### src/rtl/qar_can_pkg.sv
// Shared definitions for the QAR-Core CAN transmit and receive paths:
// FSM states, CRC-15 polynomial and CAN 2.0A field sizes.
package qar_can_pkg;

  typedef enum logic [3:0] {
    ST_IDLE,
    ST_ARB,
    ST_CTRL,
    ST_DATA,
    ST_CRC,
    ST_CRC_DEL,
    ST_ACK,
    ST_ACK_DEL,
    ST_EOF,
    ST_IFS
  } can_state_e;

  localparam int ID_W      = 11;
  localparam int DLC_W     = 4;
  localparam int CRC_W     = 15;
  localparam int EOF_LEN   = 7;
  localparam int IFS_LEN   = 3;
  localparam int STUFF_RUN = 5;

  localparam logic [CRC_W-1:0] CAN_CRC_POLY = 15'h4599;

endpackage

### src/rtl/qar_can_crc15.sv
// Serial CAN CRC-15 engine, one bit per enable; clear has priority over update.
module qar_can_crc15
  import qar_can_pkg::*;
(
  input  logic             clk,
  input  logic             rst,
  input  logic             clr,
  input  logic             en,
  input  logic             bit_in,
  output logic [CRC_W-1:0] crc
);

  always_ff @(posedge clk or posedge rst) begin
    if (rst) begin
      crc <= '0;
    end else if (clr) begin
      crc <= '0;
    end else if (en) begin
      crc <= {crc[CRC_W-2:0], 1'b0} ^ ((crc[CRC_W-1] ^ bit_in) ? CAN_CRC_POLY : '0);
    end
  end

endmodule

### src/rtl/qar_can_tx.sv
// CAN 2.0A frame transmitter with CRC-15, bit stuffing and ACK check.
// Define QAR_CAN_TX_ARB_EN to enable arbitration monitoring on can_rx.
//
// state      | meaning
// -----------+-----------------------------------------------
// ST_IDLE    | waiting for tx_valid, can_tx recessive
// ST_ARB     | SOF, ID[10:0], RTR (idx 0..12)
// ST_CTRL    | IDE, r0, DLC[3:0] (idx 0..5)
// ST_DATA    | min(DLC,8) payload bytes, MSB first
// ST_CRC     | CRC[14:0]
// ST_CRC_DEL | CRC delimiter
// ST_ACK     | ACK slot, can_rx sampled for acknowledge
// ST_ACK_DEL | ACK delimiter
// ST_EOF     | 7 recessive bits, done on the last cycle
// ST_IFS     | 3 recessive bits before returning to idle
module qar_can_tx
  import qar_can_pkg::*;
#(
  parameter int BIT_CLKS  = 16,
  parameter int SAMPLE_PT = BIT_CLKS / 2
) (
  input  logic             clk,
  input  logic             rst,
  input  logic             tx_valid,
  output logic             tx_ready,
  input  logic [ID_W-1:0]  tx_id,
  input  logic [DLC_W-1:0] tx_dlc,
  input  logic [31:0]      tx_data0,
  input  logic [31:0]      tx_data1,
  output logic             can_tx,
  input  logic             can_rx,
  output logic             busy,
  output logic             done,
  output logic             ack_err,
  output logic             arb_lost
);

  localparam int CW = $clog2(BIT_CLKS);

  can_state_e       state, state_nxt, adv_state;
  logic [6:0]       idx, idx_nxt, adv_idx;
  logic [CW-1:0]    cnt, cnt_nxt;
  logic [2:0]       run, run_nxt;
  logic             stuffed, stuffed_nxt;
  logic             tx_nxt, adv_bit;
  logic [ID_W-1:0]  id_q;
  logic [DLC_W-1:0] dlc_q;
  logic [63:0]      data_q;
  logic [6:0]       data_bits;
  logic [CRC_W-1:0] crc;
  logic             crc_clr, crc_en;
  logic             accept, bit_end, sample, in_region, lost_now;

  assign accept    = tx_valid && (state == ST_IDLE);
  assign bit_end   = (cnt == CW'(BIT_CLKS - 1));
  assign sample    = (cnt == CW'(SAMPLE_PT));
  assign in_region = state inside {ST_ARB, ST_CTRL, ST_DATA, ST_CRC};
  assign data_bits = dlc_q[3] ? 7'd64 : {1'b0, dlc_q[2:0], 3'b000};
  assign tx_ready  = (state == ST_IDLE);
  assign busy      = (state != ST_IDLE);
  assign done      = bit_end && (((state == ST_EOF) && (idx == 7'(EOF_LEN - 1))) || lost_now);

  qar_can_crc15 u_crc (
    .clk    (clk),
    .rst    (rst),
    .clr    (crc_clr),
    .en     (crc_en),
    .bit_in (adv_bit),
    .crc    (crc)
  );

  // Next field position after the last non-stuff bit, and its bus value.
  always_comb begin
    adv_state = state;
    adv_idx   = idx + 7'd1;
    case (state)
      ST_ARB:     if (idx == 7'd12) begin adv_state = ST_CTRL; adv_idx = '0; end
      ST_CTRL:    if (idx == 7'd5) begin
                    adv_state = (data_bits == 7'd0) ? ST_CRC : ST_DATA;
                    adv_idx   = '0;
                  end
      ST_DATA:    if (idx == data_bits - 7'd1) begin adv_state = ST_CRC; adv_idx = '0; end
      ST_CRC:     if (idx == 7'(CRC_W - 1)) begin adv_state = ST_CRC_DEL; adv_idx = '0; end
      ST_CRC_DEL: begin adv_state = ST_ACK; adv_idx = '0; end
      ST_ACK:     begin adv_state = ST_ACK_DEL; adv_idx = '0; end
      ST_ACK_DEL: begin adv_state = ST_EOF; adv_idx = '0; end
      ST_EOF:     if (idx == 7'(EOF_LEN - 1)) begin adv_state = ST_IFS; adv_idx = '0; end
      ST_IFS:     if (idx == 7'(IFS_LEN - 1)) begin adv_state = ST_IDLE; adv_idx = '0; end
      default:    adv_idx = '0;
    endcase

    adv_bit = 1'b1;
    case (adv_state)
      ST_ARB:  adv_bit = (adv_idx != 7'd0 && adv_idx <= 7'd11) ? id_q[4'(7'd11 - adv_idx)] : 1'b0;
      ST_CTRL: adv_bit = (adv_idx < 7'd2) ? 1'b0 : dlc_q[2'(7'd5 - adv_idx)];
      ST_DATA: adv_bit = data_q[6'(7'd63 - adv_idx)];
      ST_CRC:  adv_bit = crc[4'(7'd14 - adv_idx)];
      default: adv_bit = 1'b1;
    endcase
  end

  always_comb begin
    state_nxt   = state;
    idx_nxt     = idx;
    cnt_nxt     = cnt;
    tx_nxt      = can_tx;
    run_nxt     = run;
    stuffed_nxt = stuffed;
    crc_clr     = 1'b0;
    crc_en      = 1'b0;
    if (accept) begin
      state_nxt   = ST_ARB;
      idx_nxt     = '0;
      cnt_nxt     = '0;
      tx_nxt      = 1'b0;
      run_nxt     = 3'd1;
      stuffed_nxt = 1'b0;
      crc_clr     = 1'b1;
    end else if (state != ST_IDLE) begin
      cnt_nxt = bit_end ? '0 : cnt + CW'(1);
      if (bit_end) begin
        if (lost_now) begin
          state_nxt   = ST_IFS;
          idx_nxt     = '0;
          tx_nxt      = 1'b1;
          stuffed_nxt = 1'b0;
        end else if (in_region && run == 3'(STUFF_RUN)) begin
          // Stuff bit: field position holds, the complement starts a new run.
          tx_nxt      = ~can_tx;
          run_nxt     = 3'd1;
          stuffed_nxt = 1'b1;
        end else begin
          state_nxt   = adv_state;
          idx_nxt     = adv_idx;
          tx_nxt      = adv_bit;
          stuffed_nxt = 1'b0;
          run_nxt     = (adv_bit == can_tx) ? run + 3'd1 : 3'd1;
          crc_en      = adv_state inside {ST_ARB, ST_CTRL, ST_DATA};
        end
      end
    end
  end

  always_ff @(posedge clk or posedge rst) begin
    if (rst) begin
      state   <= ST_IDLE;
      idx     <= '0;
      cnt     <= '0;
      can_tx  <= 1'b1;
      run     <= '0;
      stuffed <= 1'b0;
    end else begin
      state   <= state_nxt;
      idx     <= idx_nxt;
      cnt     <= cnt_nxt;
      can_tx  <= tx_nxt;
      run     <= run_nxt;
      stuffed <= stuffed_nxt;
    end
  end

  always_ff @(posedge clk or posedge rst) begin
    if (rst) begin
      id_q    <= '0;
      dlc_q   <= '0;
      data_q  <= '0;
      ack_err <= 1'b0;
    end else if (accept) begin
      id_q    <= tx_id;
      dlc_q   <= tx_dlc;
      data_q  <= {tx_data0, tx_data1};
      ack_err <= 1'b0;
    end else if (sample && state == ST_ACK) begin
      ack_err <= can_rx;
    end
  end

`ifdef QAR_CAN_TX_ARB_EN
  logic lost_q;

  // Only real ID/RTR bits arbitrate; SOF and stuff bits are not compared.
  always_ff @(posedge clk or posedge rst) begin
    if (rst) begin
      lost_q <= 1'b0;
    end else if (accept) begin
      lost_q <= 1'b0;
    end else if (sample && state == ST_ARB && !stuffed && idx != 7'd0 && can_tx && !can_rx) begin
      lost_q <= 1'b1;
    end
  end

  assign lost_now = lost_q && (state == ST_ARB);
  assign arb_lost = lost_q;
`else
  assign lost_now = 1'b0;
  assign arb_lost = 1'b0;
`endif

endmodule

### config.mk
export PLATFORM = sky130hd
export DESIGN_NAME = qar_can_tx
export DESIGN_NICKNAME = d
export VERILOG_FILES = /design/src/rtl/qar_can_pkg.sv /design/src/rtl/qar_can_crc15.sv /design/src/rtl/qar_can_tx.sv
export SDC_FILE = /design/constraint.sdc
export NUM_CORES = 1
export LEC_CHECK = 0
export BUFFER_PORTS_ARGS = -buffer_cell sky130_fd_sc_hd__buf_2
export CORE_MARGIN = 3
export CORE_UTILIZATION = 45
export DETAILED_ROUTE_END_ITERATION = 10
export PLACE_DENSITY = 0.68
export SETUP_SLACK_MARGIN = 0.3
export SLEW_MARGIN = 20
export SYNTH_ARGS = -nofsm -noshare
export SYNTH_HDL_FRONTEND = slang
export SYNTH_SLANG_ARGS = --single-unit
export TNS_END_PERCENT = 50
### constraint.sdc
create_clock -name clk -period 10.1 [get_ports clk]
set_input_delay 2.02 -clock clk [delete_from_list [all_inputs] [get_ports clk]]
set_output_delay 2.02 -clock clk [all_outputs]
set_load 0.02 [all_outputs]
==> impl_metrics.csv <==
group,metric,value,unit
critical_path,ff2ff_setup_slack,5.19,ns
sta,finalCritPeriodShare,48.6,%
synth,synth_area_leaders,"dfrtp_1 (43%), nand2_1 (15%), mux2i_1 (4.2%)",
floorplan,die_area,16200,um^2
floorplan,die_w,127,um
detailed_routing,wl,16700,um
detailed_routing,first_pass_iters,5,
critical_path,slowest_stage,"nor2_4",
critical_path,path_class,"flop to flop",
hold_path,hp-class,"flop to flop",
synth,synth_top_cell_by_area,"dfrtp_1",
floorplan,std_cell_rows,43,
finish,fin_nets,938,
sta,rsz0062_at_grt,"no",
synth,synth_edf_count,0,
power_and_ir_drop,p_leak,0.00382,uW
global_routing,busiest_layer,"met2",
global_routing,grt_max_degree,99,
finish,seq_area,2850,um^2
global_routing,gr-total-overflow,0,
synth,synth_nets,870,
finish,drive_above_1_share,18.1,%
critical_path,worstPathCellList,"inv_1, nor4_1, a211oi_4, o211a_4, nor2_4, ha_1, inv_1, mux4_2, a32oi_1, o22ai_1, o32a_4, nor3_4, xnor3_1, a22o_1",
cts,numCtsBuffers,17,
synth,synthFlopType,"dfrtp_1",
placed_design,port_buffers,87,
cts,path_clk_slew,0.05,ns
finish,fill_cells,1336,
cts,root_buffer,"clkbuf_16",
global_routing,grt_first_pass_wirelength,27100,um
detailed_routing,remaining_drc_errors,0,
finish,final_cells,1032,
cts,insertion_delay,0.42,ns
job,drv_cap,0,
critical_path,worstPathMaxFanout,29,
critical_path,crit_path_start_kind,"flop",
global_routing,grt_pass1_vias,5466,
global_routing,grt_antenna_before_repair,0,
synth,syn-mean-instance-area,8.57,um^2
global_routing,use_met1,29.4,%
power_and_ir_drop,p_per_area,137,nW/um^2
floorplan,start_util,46.7,%
finish,final_util,54.5,%
sta,drv_slew,0,
cts,holdBufCountCts,0,
synth,synthCells,772,
cts,post_cts_buffers,0,
synth,yosys_register_bits,114,
detailed_routing,vias,5668,
sta,worstMarginPinSlew,1.12,ns
power_and_ir_drop,worst_ir_drop_vdd,0.102,mV
finish,layout_common_cells,"nand2_1 (268), dfrtp_1 (113), buf_2 (87), o21ai_0 (36), nor2_1 (31)",
placed_design,dp_cells,1001,
finish,fin_area,7710,um^2
sta,holdWs,0.470,ns
global_routing,grt_use_met3,4.52,%
critical_path,critical_path.max_stage_delay,0.67,ns
critical_path,crit_arrival,5.21,ns
synth,ys_async_sr_fraction,100,%
detailed_routing,ant_nets,0,
finish,multiInputGateArea,3480,um^2
sta,fmax,204,MHz
detailed_routing,drt_iter0_markers,580,
finish,syn2layout_area_growth,16.5,%
placed_design,post-dp-hpwl,11500,um
synth,synthesis.area,6610,um^2
critical_path,crit_path_end_kind,"flop",
floorplan,die_h,127,um
synth,yosys_warnings,0,
status,status,"finished clean",
cts,clk_path_buf_depth,2,
global_routing,use_met2,31.8,%
synth,synth-seq-area-share,43.2,%
synth,ys_types,75,
hold_path,worstHoldPathCells,2,
cts,cts_tree,"done",
sta,period_minus_slack,4.91,ns
sta,finalSetupTns,0,ns
sta,finalSetupViolCount,0,
sta,worst_clock_skew,0.00570,ns
synth,synth_top_area_share,42.8,%
critical_path,ff2ff_path_depth,14,
critical_path,path_common_cell,"inv_1",
sta,finalHoldViolCount,0,
detailed_routing,detail_route.wl_per_cell,16.2,um
critical_path,cp_data_required_time,10.40,ns
cts,numClockSinks,114,
sta,relSlewSlack,24.6,%
cts,cts_resized,0,
cts,htreeDepth,4,
hold_path,worstHoldEndpoint,"data_q[2]$_DFFE_PP0P_",
floorplan,ios,89,
critical_path,timing.rr.start,"state[1]$_DFFE_PP0P_",
detailed_routing,vias_per_cell,5.49,
finish,diodes,0,
critical_path,r2r_end,"u_crc.crc[8]$_DFFE_PP0P_",
finish,mostFrequentLayoutCell,"nand2_1",
placed_design,place.gp.congestion,0.894,
placed_design,place_area,7140,um^2
hold_path,holdCritStartpoint,"data_q[2]$_DFFE_PP0P_",
global_routing,grt_usage,20.9,%
floorplan,core_area,14100,um^2
## stage by stage
step	total power (uW)	setup WS, ns
after detailed placement	491	5.23
after global routing	1090	4.87
after global placement	491	5.37
after CTS	1060	5.23
final	1050	5.19
after floorplan	473	5.07
## layer usage
layer	up-vias	routed length (um)	part of all wire, %
met5	-	0	0
met4	0	199	1.2
met3	18	833	5.0
met2	151	7630	46
met1	2713	8020	48
li1	2786	-	-
## state kept, by name, summed over array words and instances (netlist names)
signal,flops
can_tx,1
state,4
run,3
idx,7
data_q,64
ack_err,1
cnt,4
u_crc.crc,15
dlc_q,4
id_q,11
## synth_stat cells (all sizes together) (4+ instances only)
library cell / instances
dfrtp: 113
and2: 4
nor2: 32
a22o: 6
a211oi: 16
mux2i: 28
clkbuf: 31
inv: 24
nand2: 269
o211ai: 4
nor3: 13
nor4: 7
xnor3: 5
xnor2: 5
xor2: 7
a21oi: 19
nor2b: 9
a221oi: 5
and3: 5
nand3: 22
nand2b: 5
buf: 14
ha: 15
o21ai: 40
a31oi: 12
o31ai: 5
nand4: 6
mux2: 5
## worst max-delay path by stage
stage                         startpoint                       end  slack [ns]  cells after the start
floorplan                            rst       ack_err$_DFFE_PP0P_        5.07                      1
global placement    state[1]$_DFFE_PP0P_  u_crc.crc[7]$_DFFE_PP0P_        5.37                     14
detailed placement  state[1]$_DFFE_PP0P_  u_crc.crc[3]$_DFFE_PP0P_        5.23                     14
CTS                 state[1]$_DFFE_PP0P_  u_crc.crc[7]$_DFFE_PP0P_        5.23                     14
global route        state[1]$_DFFE_PP0P_  u_crc.crc[8]$_DFFE_PP0P_        4.87                     14
finish              state[1]$_DFFE_PP0P_  u_crc.crc[8]$_DFFE_PP0P_        5.19                     14
## critical path, delay by kind of cell, from the launching register on
| kind | cells | cell delay (ns) |
|---|---|---|
| flip-flops | 1 | 0.65 |
| XOR/XNOR | 1 | 0.27 |
| adder cells (fa/ha/maj) | 1 | 0.36 |
| buffers and inverters | 2 | 0.32 |
| AO/OA/AOI/OAI | 6 | 1.33 |
| AND/OR/NAND/NOR | 3 | 1.53 |
| multiplexers | 1 | 0.33 |
## area by class of cell
| type | instances | share of cell area (%) |
|---|---|---|
| sequential | 114 | 37.0 |
| timing repair buffer | 94 | 6.38 |
| clock buffer | 20 | 5.80 |
| tap | 180 | 2.92 |
| inverter | 24 | 1.20 |
| clock inverter | 11 | 1.48 |
| multi-input combinational | 589 | 45.2 |
## where the power goes
| part | total, uW | leakage (uW) | switching, uW | internal, uW |
|---|---|---|---|---|
| registers | 457 | 0.00151 | 0 | 457 |
| clock network | 570 | 0.000275 | 206 | 365 |
| logic | 25.9 | 0.00203 | 14.2 | 11.7 |
| total | 1050 | 0.00382 | 220 | 834 |
## kinds of logic after synthesis
family / share of synthesized area (%)
AO/OA/AOI/OAI: 14.6
XOR/XNOR: 3.29
adder cells (fa/ha/maj): 2.84
buffers and inverters: 4.31
flip-flops: 43.2
multiplexers: 6.11
other: 0.0567
AND/OR/NAND/NOR: 25.6
(Power assumes the default switching activity.)
